<file path="src/rtl/writeback_pkg.sv">
// Shared types for the writeback stage: execute result bundle,
// writeback FSM states and the reset PC.
package writeback_pkg;

  localparam int XLEN = 32;
  localparam int NREG = 32;
  localparam logic [XLEN-1:0] RESET_PC = 32'h8000_0000;

  typedef struct packed {
    logic [XLEN-1:0] pc;
    logic [4:0]      rd;
    logic            wen;
    logic [XLEN-1:0] val;
    logic            redirect;
    logic [XLEN-1:0] target;
  } exec_result_t;

  typedef enum logic {
    WB_RUN,
    WB_SQUASH
  } wb_state_t;

endpackage

</file>
<file path="src/rtl/writeback_regfile.sv">
// Architectural register file: NREG x XLEN, two async read ports,
// one write port, x0 reads zero, same-cycle write-through bypass.
module writeback_regfile
  import writeback_pkg::*;
#(
  parameter int NREG_P = NREG
) (
  input  logic            clk,
  input  logic            rst,
  input  logic            we,
  input  logic [4:0]      waddr,
  input  logic [XLEN-1:0] wdata,
  input  logic [4:0]      raddr_a,
  output logic [XLEN-1:0] rdata_a,
  input  logic [4:0]      raddr_b,
  output logic [XLEN-1:0] rdata_b
);

  logic [XLEN-1:0] mem [NREG_P];

  always_ff @(posedge clk or negedge rst) begin
    if (!rst) begin
      for (int i = 0; i < NREG_P; i++)
        mem[i] <= '0;
    end else if (we && waddr != 5'd0) begin
      mem[waddr] <= wdata;
    end
  end

  always_comb begin
    rdata_a = mem[raddr_a];
    if (raddr_a == 5'd0)
      rdata_a = '0;
    else if (we && waddr == raddr_a)
      rdata_a = wdata;
  end

  always_comb begin
    rdata_b = mem[raddr_b];
    if (raddr_b == 5'd0)
      rdata_b = '0;
    else if (we && waddr == raddr_b)
      rdata_b = wdata;
  end

endmodule

</file>
<file path="src/rtl/writeback.sv">
// Writeback stage: commits execute results into the register file,
// serves decode reads, flushes on redirect, squashes wrong-path work.
// Ports: result (valid/ready/struct), rs1/rs2 read ports,
// flush/flush_pc redirect pulse, instret retired count.
module writeback
  import writeback_pkg::*;
#(
  parameter int              NREG_P     = NREG,
  parameter logic [XLEN-1:0] RESET_PC_P = RESET_PC
) (
  input  logic            clk,
  input  logic            rst,
  input  logic            result_valid,
  output logic            result_ready,
  input  exec_result_t    result,
  input  logic [4:0]      rs1_addr,
  output logic [XLEN-1:0] rs1_data,
  input  logic [4:0]      rs2_addr,
  output logic [XLEN-1:0] rs2_data,
  output logic            flush,
  output logic [XLEN-1:0] flush_pc,
  output logic [63:0]     instret
);

  wb_state_t       state_q;
  wb_state_t       state_d;
  logic [XLEN-1:0] exp_pc;
  logic [63:0]     instret_q;
  logic            accept;
  logic            commit;
  logic            rf_we;

  assign result_ready = 1'b1;
  assign instret      = instret_q;

  // In RUN every result is on the right path; in SQUASH only the
  // redirect target may retire.
  always_comb begin
    accept  = (state_q == WB_RUN) || (result.pc == exp_pc);
    commit  = result_valid && accept;
    rf_we   = commit && result.wen;
    state_d = state_q;
    if (commit)
      state_d = result.redirect ? WB_SQUASH : WB_RUN;
  end

  always_ff @(posedge clk or negedge rst) begin
    if (!rst) begin
      state_q   <= WB_RUN;
      exp_pc    <= RESET_PC_P;
      flush     <= 1'b0;
      flush_pc  <= '0;
      instret_q <= '0;
    end else begin
      state_q <= state_d;
      flush   <= commit && result.redirect;
      if (commit) begin
        instret_q <= instret_q + 64'd1;
        if (result.redirect) begin
          exp_pc   <= result.target;
          flush_pc <= result.target;
        end else begin
          exp_pc <= result.pc + XLEN'(4);
        end
      end
    end
  end

  writeback_regfile #(
    .NREG_P (NREG_P)
  ) u_regfile (
    .clk     (clk),
    .rst     (rst),
    .we      (rf_we),
    .waddr   (result.rd),
    .wdata   (result.val),
    .raddr_a (rs1_addr),
    .rdata_a (rs1_data),
    .raddr_b (rs2_addr),
    .rdata_b (rs2_data)
  );

endmodule
</file>
<file path="config.mk">
export PLATFORM = sky130hd
export DESIGN_NAME = writeback
export DESIGN_NICKNAME = d
export VERILOG_FILES = /design/src/rtl/writeback_pkg.sv /design/src/rtl/writeback_regfile.sv /design/src/rtl/writeback.sv
export SDC_FILE = /design/constraint.sdc
export NUM_CORES = 2
export LEC_CHECK = 0
export ABC_AREA = 1
export CORE_MARGIN = 1
export CORE_UTILIZATION = 35
export DETAILED_ROUTE_END_ITERATION = 6
export HOLD_SLACK_MARGIN = 0.12
export PLACE_DENSITY = 0.59
export SLEW_MARGIN = 20
export SYNTH_ARGS = -nofsm -noshare
export SYNTH_HDL_FRONTEND = slang
export SYNTH_SLANG_ARGS = --single-unit
</file>
<file path="constraint.sdc">
create_clock -name clk -period 2.75 [get_ports clk]
set_clock_uncertainty 0.05 [all_clocks]
set_input_delay 0.55 -clock clk [delete_from_list [all_inputs] [get_ports clk]]
set_output_delay 0.55 -clock clk [all_outputs]
set_load 0.02 [all_outputs]
</file>
Word level (Yosys, flattened, before mapping)
Cells that the tools add are included.
{ "word_totals": {"output_inout_bits": 162, "input_bits": 116, "regBits": 1154} }
{ "op_classes": {"n_addsub": 2, "magnitude_cmp": 4, "bitwise": 4, "n_mux": 15, "n_reduce_logical": 12, "eq_ne": 3} }
{ "ops": {"columns": ["op", "count"], "rows": [
  ["$bwmux 1024", 1],
  ["$bmux 32 s5", 2],
  ["$mux 32", 10],
  ["$demux 32 s5", 1],
  ["$add 64x1->64 const B", 1],
  ["$add 32x3->32 const B", 1],
  ["$eq 32x32->1", 1],
  ["$ge 6x6->1 const B", 3],
  ["$not 5->6", 3],
  ["$eq 5x5->1", 2],
  ["$logic_not 5->1", 2],
  ["$logic_and 1x1->1", 7],
  ["$lt 6x1->1 const B", 1],
  ["$reduce_bool 5->1", 1],
  ["$reduce_and 2->1", 1],
  ["$logic_or 1x1->1", 1],
  ["$mux 1", 1],
  ["$not 1->1", 1]
]} }

Logic depth before layout (Yosys ltp)
{ "depth": {"word_depth": 7, "mapped_depth": 17} }

Cells and area by module
Synthesis repeated with hierarchy kept, for this count alone.
{ "hier_totals": {"cells_unflattened": 9786, "hier_area_um2": 67136.9} }
{ "modules_own_cells": {"columns": ["module", "instances", "area_per_inst_um2", "cells_per_inst"], "rows": [
  ["writeback_regfile", 1, 58511.1, 8474],
  ["writeback", 1, 8625.8, 1312]
]} }

Worst setup path after synthesis
OpenSTA, ideal clock, no wires.
{ "synth_path": {"path_kind": "in2out", "from": "input result[91] in the netlist's numbering", "to": "output rs2_data[10]", "stages": 15, "slack_ps": -122, "arrival_ps": 2272, "path_cell_list": "buf_2 > inv_1 > nand2_1 > nand2_1 > nand2_1 > nor2_1 > nand2_1 > nor2_1 > nand2_1 > nand2_1 > nand4_1 > clkbuf_1 > nand2_1 > nand2_1 > nor2_1"} }
{ "synth_via": {"elab_chain_cells": 7} }
{ "synth_lines": {"columns": ["item", "line_no", "text"], "rows": [
  ["start: declaration", "writeback.sv:15", "input exec_result_t result,"],
  ["$eq 32x32->1", "writeback.sv:39", "accept = (state_q == WB_RUN) || (result.pc == exp_pc);"],
  ["$logic_or 1x1->1", "writeback.sv:39", null],
  ["$logic_and 1x1->1", "writeback.sv:40", "commit = result_valid && accept;"],
  ["$logic_and 1x1->1", "writeback.sv:41", "rf_we = commit && result.wen;"],
  ["$logic_and 1x1->1", "writeback_regfile.sv:42", "else if (we && waddr == raddr_b)"],
  ["$mux 32", "writeback_regfile.sv:42", null],
  ["$mux 32", "writeback_regfile.sv:40", "if (raddr_b == 5'd0)"],
  ["end: declaration", "writeback.sv:19", "output logic [XLEN-1:0] rs2_data,"]
]} }
No other way between the ends.

Worst setup path in the final report
{ "layout_path": {"from": "input result[66] in the netlist's numbering", "to": "output rs2_data[10]"} }
{ "layout_via": {"elab_chain_cells": 4} }
{ "layout_lines": {"columns": ["item", "line_no"], "rows": [
  ["$eq 5x5->1", "writeback_regfile.sv:42"],
  ["$logic_and 1x1->1", "writeback_regfile.sv:42"],
  ["$mux 32", "writeback_regfile.sv:42"],
  ["$mux 32", "writeback_regfile.sv:40"]
]} }
No other way between the ends.

==> flow_summary_export.csv <==
group,metric,value,unit
logic_synthesis,syn_nets,10219,
worst_setup_path,crit_required,2.15,ns
worst_setup_path,max_stage_delay,0.57,ns
logic_synthesis,syn_avg_cell_area,6.64,µm²
power_and_ir_drop,p_leak,43.7,nW
power_and_ir_drop,internal_power,31.7,mW
routing,drcViolationCount,0,
global_routing,antenna_found_initial,19,
global_routing,grt_max_degree,82,
worst_setup_path,path_buf_inv,5,
power_and_ir_drop,p_switching,13.8,mW
global_routing,grt_usage,34.0,%
timing,fmax,259,MHz
placed_design,dp_cells,13003,
timing,slew-limit-headroom,51.5,%
logic_synthesis,ys_types,33,
logic_synthesis,synth.most_common_cell,"nand2_1",
logic_synthesis,synth.area.top_cells,"dfrtp_1, nand2_1, nand3_1",
clock_network,cts_tree,"yes",
power_and_ir_drop,p_seq_share,39.7,%
worst_setup_path,reg2regPathDepth,17,
logic_synthesis,synth-edff-count,0,
die,die_area,194000,µm²
logic_synthesis,synthFlopType,"dfrtp_1",
timing,holdWs,0.199,ns
clock_network,h-tree-depth,4,
timing,fin_ws,-1.12,ns
power_and_ir_drop,swShare,30.4,%
timing,setup-violations-final,64,
power_and_ir_drop,comb_power_share,17.1,%
die,initial_core_util,35.3,%
routing,postRouteAntennaNets,0,
routing,drt_iter0_drc,10992,
logic_synthesis,synth_top_area_share,43.0,%
routing,routed.top_layer,"met5",
logic_synthesis,async_flop_share,100,%
clock_network,clock-sinks,1154,
timing,tns,-61.68,ns
routing,wl_met1,129000,µm
logic_synthesis,yosys-top-cells-count,"nand2_1, dfrtp_1, nand3_1",
finish,drive_gt1_share,14.5,%
finish,fin_nets,10809,
finish,fill_cells,18864,
timing,fin_crit_sh,141,%
logic_synthesis,ys_warn_count,0,
hold_path,hold_class,"in -> async",
timing,rsz0062_at_grt,"yes",
logic_synthesis,synth_area_leader_cell,"dfrtp_1",
finish,syn_to_final_growth,30.4,%
placed_design,dp_hpwl,226000,µm
global_routing,grt_pass1_vias,70815,
global_routing,overflow,0,
power_and_ir_drop,power.density,519,nW/µm²
die,die_h,440,µm
finish,finalInstanceArea,87500,µm²
clock_network,clk_pin_slew,0.06,ns
worst_setup_path,cp.depth,12,
routing,wirelength,344000,µm
clock_network,cts_buffer_depth,3,
power_and_ir_drop,power,45.5,mW
logic_synthesis,ys_seq_area_share,43.0,%
routing,route.met3.wl,41800,µm
status,status,"finished, violations left",
status,violations,"negative setup slack",
worst_setup_path,cpLargestDelayFamily,"simple AND/OR/NAND/NOR gates",
worst_setup_path,worstPathArrival,3.27,ns
die,core_area,190000,µm²
placed_design,port_buffers,276,
worst_setup_path,crit_path_start_kind,"input pin",
placed_design,place_area,80800,µm²
finish,fin_util,46.0,%
worst_setup_path,crit_slowest_cell,"nor4_2",
routing,wl_met2,148000,µm
routing,vias,75806,
power_and_ir_drop,pwr-share-clk,43.2,%
clock_network,clock-root-buffer,"clkbuf_16",
global_routing,grt_pass1_wl,487000,µm
worst_setup_path,crit_chain,"clkdlybuf4s50_1 -> buf_4 -> nand2_1 -> nand4_1 -> nor4_2 -> nand4_1 -> buf_4 -> buf_12 -> nand2_1 -> nand2_1 -> nor2_4 -> buf_6",
timing,hold_viol,0,
timing,finalCriticalPeriod,3.87,ns
finish,fin_cells,13332,
placed_design,gp_congestion,0.982,
worst_setup_path,cpMostUsedCell,"nand2_1",
clock_network,cts_inserted_buffers,140,
timing,worst_pin_slew,0.722,ns
logic_synthesis,syn_inst,10101,
routing,firstDrtPassIters,7,
die,num_io_pins,278,
logic_synthesis,ys_ff_latch,1154,
worst_setup_path,path_class,"in -> out",
power_and_ir_drop,ir_drop,636,µV
worst_setup_path,cp_max_fo,31,
job,maxCapViolCount,0,
die,die_width,440,µm
logic_synthesis,syn-cell-area,67100,µm²
placed_design,post-place-ws,-1.67,ns
timing,drv_slew,0,
routing,wire_per_inst,25.8,µm
routing,via_per_inst,5.69,
die,rows,160,
clock_network,clock_latency,0.81,ns
worst_setup_path,endpoint_kind,"output port",
==> placed cells by master (no fill, tap or decap), types with 7 or more instances in the layout <==
| cell | synthesis | routed |
|---|---|---|
| xor2_1 | 64 | 64 |
| clkinv_2 | 0 | 25 |
| nor4_1 | 15 | 12 |
| clkbuf_1 | 659 | 28 |
| clkbuf_8 | 0 | 34 |
| diode_2 | 0 | 18 |
| inv_1 | 253 | 239 |
| o21bai_1 | 23 | 11 |
| inv_2 | 6 | 11 |
| nor2_2 | 20 | 30 |
| nand2_2 | 0 | 69 |
| nand2_1 | 5120 | 5033 |
| buf_8 | 0 | 12 |
| nand3_1 | 782 | 782 |
| dfrtp_1 | 1153 | 1152 |
| o211ai_1 | 16 | 16 |
| a21oi_1 | 773 | 773 |
| buf_4 | 3 | 700 |
| nand2_4 | 0 | 12 |
| a22oi_1 | 354 | 354 |
| nand4_1 | 43 | 43 |
| buf_16 | 0 | 7 |
| bufinv_16 | 0 | 9 |
| clkbuf_16 | 0 | 165 |
| o21bai_4 | 0 | 8 |
| nor3_1 | 47 | 47 |
| clkdlybuf4s15_2 | 0 | 11 |
| buf_6 | 0 | 59 |
| o21ai_0 | 188 | 188 |
| nor2_4 | 0 | 93 |
| buf_12 | 0 | 269 |
| xnor2_1 | 40 | 40 |
| clkdlybuf4s50_1 | 0 | 199 |
| nor2_1 | 344 | 241 |
==> power by group through the flow <==
stage | Sequential, mW | Clock, mW | Combinational [mW]
final | 18.1 | 19.6 | 7.76
after global routing | 18.1 | 20.4 | 8.19
after CTS | 18.0 | 19.8 | 7.53
after detailed placement | 18.3 | 0 | 7.48
after global placement | 18.3 | 0 | 7.45
after floorplan | 18.4 | 0 | 3.23
==> layout make-up <==
class / count / area (µm²) / share of cell area, %
multi-input combinational: 7844 / 35200 / 40.2
sequential: 1154 / 28900 / 33.0
timing repair buffer: 1291 / 14500 / 16.5
clock buffer: 203 / 4100 / 4.69
tap: 2511 / 3140 / 3.59
inverter: 260 / 1030 / 1.18
clock inverter: 51 / 706 / 0.806
antenna: 18 / 45.0 / 0.0515
==> cells by family after synthesis <==
kind of cell	after synthesis	share of synthesized area [%]
other	1	0.00559
AND/OR/NAND/NOR	6380	37.6
XOR/XNOR	104	1.36
adder cells (fa/ha/maj)	2	0.0373
AO/OA/AOI/OAI	1357	11.6
flip-flops	1154	43.0
buffers and inverters	1103	6.40
==> worst paths after layout <==
path | slack, ns | from | endpoint
setup / recovery | -1.12 | result[66] | rs2_data[10]
hold / removal | 0.20 | rst | u_regfile.mem[746]
setup reg to reg | 0.02 | exp_pc[31] | u_regfile.mem[47]
hold reg to reg | 0.34 | u_regfile.mem[1022] | u_regfile.mem[1022]
max in group asynchronous | 1.40 | rst | u_regfile.mem[741]
min in group clk | 0.26 | result[14] | flush_pc[14]
==> worst register-to-register path, cell delays in order, from the launching register on <==
cell       delay [ns]
dfstp_2          0.53
xnor2_1          0.11
nand2_1          0.07
nor2_1           0.08
nand2_1          0.08
nor2_2           0.15
nand2_2          0.11
nand2_4          0.14
buf_4            0.14
buf_8            0.12
nand4_4          0.10
buf_6            0.15
buf_12           0.15
nor2_4           0.15
buf_12           0.17
clkbuf_16        0.23
nand2_1          0.08
nand2_1          0.08
==> per-layer routing <==
layer	global-route usage, %	vias up
met4	22.1	4
met5	0	-
met2	50.8	5194
met3	9.40	1201
li1	-	33470
met1	43.1	35937
==> sequential cells by signal, summed over array words and instances (netlist names) <==
| signal | cells |
|---|---|
| instret | 64 |
| flush | 1 |
| flush_pc | 32 |
| u_regfile.mem | 1024 |
| state_q | 1 |
| exp_pc | 32 |
==> repair_timing <==
action / in CTS / in global routing
pin swaps: 13 / 36
endpoints found under the hold margin: 412 / 0
setup endpoints to repair: 77 / 112
gates resized for setup: 334 / 140
gates cloned: 3 / 27
hold buffers: 1 / 0
buffers inserted: 13 / 17
No activity file was read; power rests on OpenSTA's default activity.
